[src/rtl/cart_mem_pkg.sv]
// Shared types for the cartridge memory arbiter: FSM state, grant id,
// default address width and a grant-to-ack one-hot helper.
package cart_mem_pkg;

  localparam int CART_ADDR_W = 22;

  typedef enum logic [1:0] {IDLE, ISSUE, RDWAIT, DONE} state_e;

  typedef enum logic [1:0] {GNT_NONE, GNT_PPU, GNT_CPU, GNT_LD} gnt_e;

  // Ack vector layout is {ld, cpu, ppu}.
  function automatic logic [2:0] gnt_onehot(input gnt_e g);
    case (g)
      GNT_PPU: return 3'b001;
      GNT_CPU: return 3'b010;
      GNT_LD:  return 3'b100;
      default: return 3'b000;
    endcase
  endfunction

endpackage

[src/rtl/cart_mem_arbiter_if.sv]
// Requester + memory-controller bundle for cart_mem_arbiter.
// slave  : arbiter view (takes requests and mem_ready/mem_rdata, drives acks and the mem command)
// master : environment view (requesters and memory controller)
interface cart_mem_arbiter_if
  import cart_mem_pkg::*;
#(
  parameter int ADDR_W = CART_ADDR_W
);
  logic              ppu_req;
  logic [ADDR_W-1:0] ppu_addr;
  logic              ppu_ack;
  logic [7:0]        ppu_rdata;

  logic              cpu_req;
  logic              cpu_we;
  logic [ADDR_W-1:0] cpu_addr;
  logic [7:0]        cpu_wdata;
  logic              cpu_ack;
  logic [7:0]        cpu_rdata;

  logic              ld_req;
  logic              ld_we;
  logic [ADDR_W-1:0] ld_addr;
  logic [7:0]        ld_wdata;
  logic              ld_ack;
  logic [7:0]        ld_rdata;

  logic              mem_valid;
  logic              mem_ready;
  logic              mem_we;
  logic [ADDR_W-1:0] mem_addr;
  logic [7:0]        mem_wdata;
  logic [7:0]        mem_rdata;

  modport slave (
    input  ppu_req, ppu_addr,
    input  cpu_req, cpu_we, cpu_addr, cpu_wdata,
    input  ld_req, ld_we, ld_addr, ld_wdata,
    input  mem_ready, mem_rdata,
    output ppu_ack, ppu_rdata, cpu_ack, cpu_rdata, ld_ack, ld_rdata,
    output mem_valid, mem_we, mem_addr, mem_wdata
  );

  modport master (
    output ppu_req, ppu_addr,
    output cpu_req, cpu_we, cpu_addr, cpu_wdata,
    output ld_req, ld_we, ld_addr, ld_wdata,
    output mem_ready, mem_rdata,
    input  ppu_ack, ppu_rdata, cpu_ack, cpu_rdata, ld_ack, ld_rdata,
    input  mem_valid, mem_we, mem_addr, mem_wdata
  );
endinterface

[src/rtl/cart_mem_prio.sv]
// Combinational priority selector.
// i_ppu_req/i_cpu_req/i_ld_req : request levels
// i_promote                    : loader has been starved, lift it above CPU
// o_gnt                        : winning requester (GNT_NONE if no request)
module cart_mem_prio
  import cart_mem_pkg::*;
(
  input  logic i_ppu_req,
  input  logic i_cpu_req,
  input  logic i_ld_req,
  input  logic i_promote,
  output gnt_e o_gnt
);
  always_comb begin
    o_gnt = GNT_NONE;
    if (i_ppu_req)                 o_gnt = GNT_PPU;
    else if (i_promote && i_ld_req) o_gnt = GNT_LD;
    else if (i_cpu_req)            o_gnt = GNT_CPU;
    else if (i_ld_req)             o_gnt = GNT_LD;
  end
endmodule

[src/rtl/cart_mem_arbiter.sv]
// Shares one cartridge memory port between PPU CHR fetch, CPU PRG access and
// the ROM loader. One transaction at a time: IDLE arbitrates and latches the
// command, ISSUE holds it until mem_ready, RDWAIT counts out the read
// latency, DONE pulses the winner's ack.
// clk_master/rst_master_n : clock, async active-low reset
// bus                     : requester handshakes + memory command port
// busy                    : high whenever a transaction is in flight
module cart_mem_arbiter
  import cart_mem_pkg::*;
#(
  parameter int ADDR_W       = CART_ADDR_W,
  parameter int RD_LATENCY   = 2,
  parameter int STARVE_LIMIT = 8
) (
  input  logic               clk_master,
  input  logic               rst_master_n,
  cart_mem_arbiter_if.slave  bus,
  output logic               busy
);
  localparam int CNT_W = (RD_LATENCY > 1) ? $clog2(RD_LATENCY) : 1;
  localparam int STV_W = $clog2(STARVE_LIMIT + 1);

  state_e            r_state;
  gnt_e              r_gnt;
  logic [CNT_W-1:0]  r_lat;
  logic [STV_W-1:0]  r_starve;
  logic              r_mem_valid;
  logic              r_mem_we;
  logic [ADDR_W-1:0] r_mem_addr;
  logic [7:0]        r_mem_wdata;
  logic [2:0]        r_ack;
  logic [7:0]        r_ppu_rdata;
  logic [7:0]        r_cpu_rdata;
  logic [7:0]        r_ld_rdata;

  logic              w_promote;
  gnt_e              w_win;

  assign w_promote = (r_starve == STV_W'(STARVE_LIMIT));

  cart_mem_prio u_prio (
    .i_ppu_req (bus.ppu_req),
    .i_cpu_req (bus.cpu_req),
    .i_ld_req  (bus.ld_req),
    .i_promote (w_promote),
    .o_gnt     (w_win)
  );

  always_ff @(posedge clk_master or negedge rst_master_n) begin
    if (!rst_master_n) begin
      r_state     <= IDLE;
      r_gnt       <= GNT_NONE;
      r_lat       <= '0;
      r_starve    <= '0;
      r_mem_valid <= 1'b0;
      r_mem_we    <= 1'b0;
      r_mem_addr  <= '0;
      r_mem_wdata <= '0;
      r_ack       <= '0;
      r_ppu_rdata <= '0;
      r_cpu_rdata <= '0;
      r_ld_rdata  <= '0;
    end else begin
      r_ack <= '0;
      case (r_state)
        IDLE: begin
          if (w_win != GNT_NONE) begin
            r_gnt       <= w_win;
            r_mem_valid <= 1'b1;
            r_state     <= ISSUE;
            case (w_win)
              GNT_PPU: begin
                r_mem_we    <= 1'b0;
                r_mem_addr  <= bus.ppu_addr;
                r_mem_wdata <= '0;
              end
              GNT_CPU: begin
                r_mem_we    <= bus.cpu_we;
                r_mem_addr  <= bus.cpu_addr;
                r_mem_wdata <= bus.cpu_wdata;
              end
              default: begin
                r_mem_we    <= bus.ld_we;
                r_mem_addr  <= bus.ld_addr;
                r_mem_wdata <= bus.ld_wdata;
              end
            endcase
            // Loader losses age it; saturating at the limit keeps it promoted
            // until it actually wins.
            if (w_win == GNT_LD)
              r_starve <= '0;
            else if (bus.ld_req && !w_promote)
              r_starve <= r_starve + 1'b1;
          end
        end
        ISSUE: begin
          if (bus.mem_ready) begin
            r_mem_valid <= 1'b0;
            if (r_mem_we) begin
              r_ack   <= gnt_onehot(r_gnt);
              r_state <= DONE;
            end else begin
              r_lat   <= CNT_W'(RD_LATENCY - 1);
              r_state <= RDWAIT;
            end
          end
        end
        RDWAIT: begin
          if (r_lat == '0) begin
            case (r_gnt)
              GNT_PPU: r_ppu_rdata <= bus.mem_rdata;
              GNT_CPU: r_cpu_rdata <= bus.mem_rdata;
              GNT_LD:  r_ld_rdata  <= bus.mem_rdata;
              default: ;
            endcase
            r_ack   <= gnt_onehot(r_gnt);
            r_state <= DONE;
          end else begin
            r_lat <= r_lat - 1'b1;
          end
        end
        DONE: begin
          // Ack is high this cycle; no new command until back in IDLE.
          r_gnt   <= GNT_NONE;
          r_state <= IDLE;
        end
        default: r_state <= IDLE;
      endcase
    end
  end

  assign busy          = (r_state != IDLE);
  assign bus.mem_valid = r_mem_valid;
  assign bus.mem_we    = r_mem_we;
  assign bus.mem_addr  = r_mem_addr;
  assign bus.mem_wdata = r_mem_wdata;
  assign bus.ppu_ack   = r_ack[0];
  assign bus.cpu_ack   = r_ack[1];
  assign bus.ld_ack    = r_ack[2];
  assign bus.ppu_rdata = r_ppu_rdata;
  assign bus.cpu_rdata = r_cpu_rdata;
  assign bus.ld_rdata  = r_ld_rdata;

endmodule

[src/flat_wrapper.sv]
// flat-port wrapper written by rule: the top's interface ports become plain ports
module cart_mem_arbiter_flat import cart_mem_pkg::*;
#(
  parameter int ADDR_W       = CART_ADDR_W,
  parameter int RD_LATENCY   = 2,
  parameter int STARVE_LIMIT = 8
)
  (clk_master, rst_master_n, busy, bus_ppu_req, bus_ppu_addr, bus_cpu_req, bus_cpu_we, bus_cpu_addr, bus_cpu_wdata, bus_ld_req, bus_ld_we, bus_ld_addr, bus_ld_wdata, bus_mem_ready, bus_mem_rdata, bus_ppu_ack, bus_ppu_rdata, bus_cpu_ack, bus_cpu_rdata, bus_ld_ack, bus_ld_rdata, bus_mem_valid, bus_mem_we, bus_mem_addr, bus_mem_wdata);
  cart_mem_arbiter_if #(.ADDR_W(ADDR_W)) bus_i ();
  input  logic clk_master;
  input  logic rst_master_n;
  output logic busy;
  input wire logic [$bits(bus_i.ppu_req)-1:0] bus_ppu_req;
  input wire logic [$bits(bus_i.ppu_addr)-1:0] bus_ppu_addr;
  input wire logic [$bits(bus_i.cpu_req)-1:0] bus_cpu_req;
  input wire logic [$bits(bus_i.cpu_we)-1:0] bus_cpu_we;
  input wire logic [$bits(bus_i.cpu_addr)-1:0] bus_cpu_addr;
  input wire logic [$bits(bus_i.cpu_wdata)-1:0] bus_cpu_wdata;
  input wire logic [$bits(bus_i.ld_req)-1:0] bus_ld_req;
  input wire logic [$bits(bus_i.ld_we)-1:0] bus_ld_we;
  input wire logic [$bits(bus_i.ld_addr)-1:0] bus_ld_addr;
  input wire logic [$bits(bus_i.ld_wdata)-1:0] bus_ld_wdata;
  input wire logic [$bits(bus_i.mem_ready)-1:0] bus_mem_ready;
  input wire logic [$bits(bus_i.mem_rdata)-1:0] bus_mem_rdata;
  output wire logic [$bits(bus_i.ppu_ack)-1:0] bus_ppu_ack;
  output wire logic [$bits(bus_i.ppu_rdata)-1:0] bus_ppu_rdata;
  output wire logic [$bits(bus_i.cpu_ack)-1:0] bus_cpu_ack;
  output wire logic [$bits(bus_i.cpu_rdata)-1:0] bus_cpu_rdata;
  output wire logic [$bits(bus_i.ld_ack)-1:0] bus_ld_ack;
  output wire logic [$bits(bus_i.ld_rdata)-1:0] bus_ld_rdata;
  output wire logic [$bits(bus_i.mem_valid)-1:0] bus_mem_valid;
  output wire logic [$bits(bus_i.mem_we)-1:0] bus_mem_we;
  output wire logic [$bits(bus_i.mem_addr)-1:0] bus_mem_addr;
  output wire logic [$bits(bus_i.mem_wdata)-1:0] bus_mem_wdata;
  assign bus_i.ppu_req = bus_ppu_req;
  assign bus_i.ppu_addr = bus_ppu_addr;
  assign bus_i.cpu_req = bus_cpu_req;
  assign bus_i.cpu_we = bus_cpu_we;
  assign bus_i.cpu_addr = bus_cpu_addr;
  assign bus_i.cpu_wdata = bus_cpu_wdata;
  assign bus_i.ld_req = bus_ld_req;
  assign bus_i.ld_we = bus_ld_we;
  assign bus_i.ld_addr = bus_ld_addr;
  assign bus_i.ld_wdata = bus_ld_wdata;
  assign bus_i.mem_ready = bus_mem_ready;
  assign bus_i.mem_rdata = bus_mem_rdata;
  assign bus_ppu_ack = bus_i.ppu_ack;
  assign bus_ppu_rdata = bus_i.ppu_rdata;
  assign bus_cpu_ack = bus_i.cpu_ack;
  assign bus_cpu_rdata = bus_i.cpu_rdata;
  assign bus_ld_ack = bus_i.ld_ack;
  assign bus_ld_rdata = bus_i.ld_rdata;
  assign bus_mem_valid = bus_i.mem_valid;
  assign bus_mem_we = bus_i.mem_we;
  assign bus_mem_addr = bus_i.mem_addr;
  assign bus_mem_wdata = bus_i.mem_wdata;
  cart_mem_arbiter #(.ADDR_W(ADDR_W), .RD_LATENCY(RD_LATENCY), .STARVE_LIMIT(STARVE_LIMIT)) u_core (.clk_master(clk_master), .rst_master_n(rst_master_n), .bus(bus_i), .busy(busy));
endmodule
[config.mk]
export PLATFORM = sky130hd
export DESIGN_NAME = cart_mem_arbiter_flat
export DESIGN_NICKNAME = d
export VERILOG_FILES = /design/src/rtl/cart_mem_pkg.sv /design/src/rtl/cart_mem_arbiter_if.sv /design/src/rtl/cart_mem_prio.sv /design/src/rtl/cart_mem_arbiter.sv /design/src/flat_wrapper.sv
export SDC_FILE = /design/constraint.sdc
export NUM_CORES = 1
export LEC_CHECK = 0
export ABC_AREA = 1
export CORE_UTILIZATION = 46
export DETAILED_ROUTE_END_ITERATION = 16
export PLACE_DENSITY_LB_ADDON = 0.08
export SYNTH_ARGS = -nofsm -noshare
export SYNTH_HDL_FRONTEND = slang
export SYNTH_HIERARCHICAL = 1
export SYNTH_SLANG_ARGS = --single-unit
[constraint.sdc]
create_clock -name clk_master -period 5.55 [get_ports clk_master]
set_input_delay 1.11 -clock clk_master [delete_from_list [all_inputs] [get_ports clk_master]]
set_output_delay 1.11 -clock clk_master [all_outputs]
set_load 0.01 [all_outputs]
==> results of run 1 <==
[layout make-up]
class / instances / area (µm²)
multi-input combinational: 296 / 1520
inverter: 62 / 233
timing repair buffer: 159 / 1580
sequential: 68 / 1700
tap: 99 / 124
clock buffer: 10 / 128
fill: 612 / 2050
clock inverter: 6 / 111
[layout by cell type (no fill, tap or decap), types with 2 or more instances in the layout]
master	instances
clkdlybuf4s50_1	156
nor2_1	73
nand2_1	72
dfrtp_1	68
nand3_1	60
inv_1	58
a31oi_1	22
o21ai_0	16
o21ai_1	16
ha_1	10
clkbuf_8	9
o21ai_2	8
inv_2	4
bufinv_16	3
nor3_1	3
a21oi_1	3
nand3_4	3
o22ai_1	2
buf_4	2
[registers in the layout, summed over array words and instances, names as in the netlist]
signal                count
u_core/r_ack              3
u_core/r_lat              1
u_core/r_state            2
u_core/bus.mem_wdata      8
u_core/bus.mem_we         1
u_core/bus.ld_rdata       8
u_core/bus.mem_valid      1
u_core/bus.cpu_rdata      8
u_core/bus.ppu_rdata      8
u_core/r_gnt              2
u_core/r_starve           4
u_core/bus.mem_addr      22
[worst paths after layout]
kind | from | endpoint | cells after the start
min in group asynchronous | rst_master_n | u_core/bus.mem_addr[16]$_DFFE_PN0P_ | 2
hold / removal | u_core/bus.mem_wdata[6]$_DFFE_PN0P_ | u_core/bus.mem_wdata[6]$_DFFE_PN0P_ | 2
max in group asynchronous | rst_master_n | u_core/r_state[1]$_DFFE_PN0P_ | 2
setup / recovery | bus_ld_req | u_core/bus.mem_wdata[1]$_DFFE_PN0P_ | 9
hold reg to reg | u_core/bus.mem_wdata[6]$_DFFE_PN0P_ | u_core/bus.mem_wdata[6]$_DFFE_PN0P_ | 2
setup reg to reg | u_core/r_starve[0]$_DFFE_PN0P_ | u_core/bus.mem_wdata[1]$_DFFE_PN0P_ | 12
[per-layer routing]
metal | GRT usage | part of all wire | wire, µm
met4 | 0.0699 | 0.012 | 113
met3 | 0.0732 | 0.071 | 682
met5 | 0 | 0 | 0
met2 | 0.408 | 0.49 | 4730
met1 | 0.306 | 0.42 | 4050
[cells by family after synthesis]
group | Yosys count
AO/OA/AOI/OAI | 69
AND/OR/NAND/NOR | 215
adder cells (fa/ha/maj) | 11
flip-flops | 68
XOR/XNOR | 1
buffers and inverters | 86
[critical path, delay by kind of cell]
family | cells | cell delay (ns)
fa+ha+maj | 1 | 1.21
compound gates | 1 | 0.14
buf+inv | 2 | 0.64
simple gates | 5 | 0.60
[metrics by stage]
step	worst slack [ns]	instances	util	area, µm²
4_1_cts	2.15	700	0.724	5400
5_1_grt	1.85	700	0.724	5400
6_report	2.08	700	0.724	5400
2_1_floorplan	3.22	450	-	3620
3_3_place_gp	1.86	684	0.692	5160
3_5_place_dp	1.80	684	0.692	5160
[power by group through the flow]
stage	Sequential (mW)	Clock, mW	Combinational [mW]
2_1_floorplan	0.957	0	0.548
6_report	0.872	0.488	1.20
5_1_grt	0.904	0.523	1.31
4_1_cts	0.874	0.496	1.21
3_5_place_dp	0.879	0	1.21
3_3_place_gp	0.872	0	1.18
==> flow_summary.ini, run 1 <==
[grt]
antenna_found_initial = 0
overflow = 0
grt_max_degree = 85
grt_pass1_wl_um = 16000
grtUsageTotal = 0.245
grt_pass1_vias = 3442

[worst_setup_path]
cp-end-kind = flip-flop
critPathLaunchType = input port
worst-path-max-fanout = 84
r2r_setup_slack_ns = 2.65
cpPeakStageDelay_ns = 1.21
required_ns = 5.82
crit_chain = clkdlybuf4s50_1 > nor2_1 > nor2_1 > inv_1 > ha_2 > nand3_1 > o21ai_0 > nand2_1 > nand2_1
slowest_stage = ha_2
crit_type = in2reg
cp_data_arrival_time_ns = 3.73

[die]
num_rows = 31
core-area_mm2 = 0.00745
start_util = 0.486
die_area_mm2 = 0.00823
ios = 158
die_w_um = 90.7
die_y_um = 90.7

[cts]
cts_tree = done
cts_resized = 0
postCtsSetupRepairBufs = 0
clk-insertion-delay-late_ns = 0.33
cts_hold_buf = 0
clockRootBuffer = clkbuf_8
clk_pin_slew_worst_paths_ns = 0.07
cts_num_sinks = 68
cts_buffers = 9
cts.htree.levels = 3
cts_buffer_depth = 2

[synthesis]
synth_fa_ha_area_frac = 0.0380
avgSynthCellArea_um2 = 8.04
syn_area_mm2 = 0.00362
synth_edf_count = 0
seq_area_frac_synth = 0.470
syn_nets = 559
synth-xor-area-share = 0.00242
synth_commonest_cells = nor2_1 (73), nand2_1 (72), dfrtp_1 (68)
ys_top_cells_by_area = dfrtp_1 (47%), nand3_1 (8.3%), nor2_1 (7.6%)
yosys_warnings = 6
muxShareOfSynthArea = 0
ys_seq_elements = 68
synth_ff_type = dfrtp_1
syn_inst = 450
synthArstFlopShare = 1.00
synth_top_area_share = 0.470
synth-compound-area-share = 0.113
post_synth_and_or_nand_nor_area_fraction = 0.264
yosysTopAreaCell = dfrtp_1
synth_most_common_cell = nor2_1
synth_top_family_by_area = simple AND/OR/NAND/NOR gates
yosysUniqueCellTypes = 28

[placement]
port_buffers = 157
post-dp-hpwl_um = 6870
routabilityCongestion = 0.811

[drt]
vias = 3499
drc = 0
drt-total-wl_um = 9570
wire_per_inst_um = 13.7
drt_iter0_drc = 111
drtAntennaViolNets = 0
firstDrtPassIters = 4
vias_per_cell = 5.00

[timing]
drv_slew = 0
fin_skew_ns = 0.0123
period_share = 0.624
rsz0062_at_grt = no
fmax_mhz = 289
setup_viol = 0
fin_setup_tns_ns = 0
fin_hold_ws_ns = 0.486
worst_slew_pin_slew_ns = 1.29
finalHoldViolCount = 0
slew_headroom = 0.139
period_minus_slack_ns = 3.47

[cells_and_area]
num_antenna_cells = 0
fin_nets = 705
drive_above_1_share = 0.0599
area_growth_pct = 49.0

[pwr]
switching_share = 0.361
p_leak_nw = 2.50
p_seq_frac = 0.341
p_clk_frac = 0.190
p_switching_mw = 0.926
power_frac_comb = 0.469
vdd_drop_max_mv = 0.167
finalPower_mw = 2.56
p_int_mw = 1.64
power_density_mw_per_mm2 = 475

[status]
outcome = finished clean

[min_path]
hold_class = reg2reg

[run]
drv_cap = 0
Note: power is estimated with default switching activity, not from simulation.
==> run 2, diff against run 1 <==
--- a/config.mk
+++ b/config.mk
@@ -6,7 +6,7 @@
 export NUM_CORES = 1
 export LEC_CHECK = 0
 export ABC_AREA = 1
-export CORE_UTILIZATION = 46
+export CORE_UTILIZATION = 43
 export DETAILED_ROUTE_END_ITERATION = 16
 export PLACE_DENSITY_LB_ADDON = 0.08
 export SYNTH_ARGS = -nofsm -noshare
==> constraint.sdc (replaced) <==
create_clock -name clk_master -period 3.35 [get_ports clk_master]
set_input_delay 0.67 -clock clk_master [delete_from_list [all_inputs] [get_ports clk_master]]
set_output_delay 0.67 -clock clk_master [all_outputs]
set_load 0.01 [all_outputs]
==> run 2 against run 1 <==
  * Global-route usage shrank 0.57 points
  * Wire length increased by 4.3%
  * Combinational power increased by 68%
  * Critical path depth decreased by 5
  * Design area is 1.0% higher
  * Non-clock buffer count increased by 5
  * Register-to-register slack got worse by 1.7 ns
  * Critical path type is now reg2out
  * Largest power group unchanged
==> flow_summary.ini, run 2 (synthesis gave the netlist of run 1 again) <==
[status]
outcome = finished clean

[die]
core-area_mm2 = 0.00818
start_util = 0.443
num_rows = 33
die_area_mm2 = 0.00879
die_w_um = 93.8
ios = 158
die_y_um = 93.8

[timing]
fmax_mhz = 413
period_share = 0.722
fin_skew_ns = 0.00488
slew_headroom = 0.400
rsz0062_at_grt = no
finalHoldViolCount = 0
drv_slew = 0
setup_viol = 0
period_minus_slack_ns = 2.42
fin_setup_tns_ns = 0
worst_slew_pin_slew_ns = 0.900

[cts]
clockRootBuffer = clkbuf_8
cts_buffer_depth = 2
clk_pin_slew_worst_paths_ns = 0.08
cts_num_sinks = 68
cts_hold_buf = 0
clk-insertion-delay-late_ns = 0.34
cts.htree.levels = 3
cts_tree = done
cts_resized = 0
cts_buffers = 9
postCtsSetupRepairBufs = 0

[run]
drv_cap = 0

[drt]
vias_per_cell = 4.95
drtAntennaViolNets = 0
drt-total-wl_um = 9990
drc = 0
drt_iter0_drc = 108
vias = 3523
wire_per_inst_um = 14.0
firstDrtPassIters = 6

[worst_setup_path]
required_ns = 2.68
crit_chain = inv_1 > ha_1 > inv_2 > clkdlybuf4s50_1
worst-path-max-fanout = 4
cp-end-kind = output port
crit_type = reg2out
cp_data_arrival_time_ns = 1.75
slowest_stage = clkdlybuf4s50_1
cpPeakStageDelay_ns = 0.53
path_delay_family = buffers and inverters
critPathLaunchType = flip-flop
r2r_setup_slack_ns = 0.99
path_buf_inv = 3

[cells_and_area]
num-fill-cells = 715
largest_register_ff_count = 22
stdcell_area_mm2 = 0.00545
register_area_mm2 = 0.00170
area_growth_pct = 50.5
drive_above_1_share = 0.0693
fin_nets = 710
multi_input_area_mm2 = 0.00152
mostFrequentLayoutCell = clkdlybuf4s50_1
num_antenna_cells = 0
final-instance-count-excl-fill = 711
layout_common_cells = clkdlybuf4s50_1 (156), nor2_1 (73), nand2_1 (72)

[pwr]
vdd_drop_max_mv = 0.277
p_leak_nw = 2.52
p_int_mw = 2.65
p_switching_mw = 1.59
p_clk_frac = 0.181
power_density_mw_per_mm2 = 778
switching_share = 0.374
p_seq_frac = 0.344
power_frac_comb = 0.476

[placement]
post-place-cells = 695
port_buffers = 157
dpl_cell_area_mm2 = 0.00523
routabilityCongestion = 0.797
post-dp-hpwl_um = 7410

[grt]
antenna_found_initial = 0
grtUsageTotal = 0.239
overflow = 0
grt_max_degree = 62
grt_pass1_vias = 3403
grt_pass1_wl_um = 16200

[min_path]
hold_class = in2async
==> run 2: metrics by stage <==
step           hold WS [ns]  worst slack, ns  total power [mW]  utilization
6_report              0.317            0.931              4.24        0.667
4_1_cts               0.320            0.914              4.27        0.667
5_1_grt               0.351            0.752              4.53        0.667
3_5_place_dp          0.464            0.645              3.49        0.639
2_1_floorplan         0.374             1.41              2.49            -
3_3_place_gp          0.463            0.707              3.43        0.639
==> run 2: final timing paths <==
| path | startpoint | end | cells after the start |
|---|---|---|---|
| setup / recovery | u_core/r_state[0]$_DFFE_PN0P_ | busy | 4 |
| hold / removal | rst_master_n | u_core/r_starve[3]$_DFFE_PN0P_ | 1 |
| setup reg to reg | u_core/r_starve[0]$_DFFE_PN0P_ | u_core/r_gnt[1]$_DFFE_PN0P_ | 13 |
| hold reg to reg | u_core/bus.mem_wdata[2]$_DFFE_PN0P_ | u_core/bus.mem_wdata[2]$_DFFE_PN0P_ | 2 |
| max in group asynchronous | rst_master_n | u_core/r_state[1]$_DFFE_PN0P_ | 2 |
| min in group clk_master | u_core/bus.mem_wdata[2]$_DFFE_PN0P_ | u_core/bus.mem_wdata[2]$_DFFE_PN0P_ | 2 |
==> run 2: metal layers <==
layer | track usage | up-vias | routed length, µm
li1 | - | 1743 | -
met2 | 0.408 | 126 | 5020
met5 | 0 | - | 0
met4 | 0.104 | 0 | 260
met1 | 0.289 | 1633 | 4090
met3 | 0.0526 | 21 | 615
==> run 2: layout make-up <==
cell class	count	share of cell area
clock buffer	9	0.0227
clock inverter	7	0.0181
inverter	62	0.0427
multi-input combinational	296	0.278
sequential	68	0.312
tap	105	0.0241
timing repair buffer	164	0.302
==> run 2: worst reg2reg max path, delay by kind of cell, from the launching register on <==
family	cells	cell delay, ns
AND/OR/NAND/NOR	4	0.31
AO/OA/AOI/OAI	2	0.33
flip-flops	1	0.42
buffers and inverters	5	0.80
adder cells (fa/ha/maj)	2	0.42
==> run 2: power groups by stage <==
| stage | registers [mW] | clock network, mW | logic, mW |
|---|---|---|---|
| finish | 1.46 | 0.767 | 2.02 |
| global route | 1.50 | 0.820 | 2.21 |
| CTS | 1.46 | 0.781 | 2.03 |
| detailed placement | 1.47 | 0 | 2.02 |
| global placement | 1.45 | 0 | 1.98 |
| floorplan | 1.58 | 0 | 0.908 |
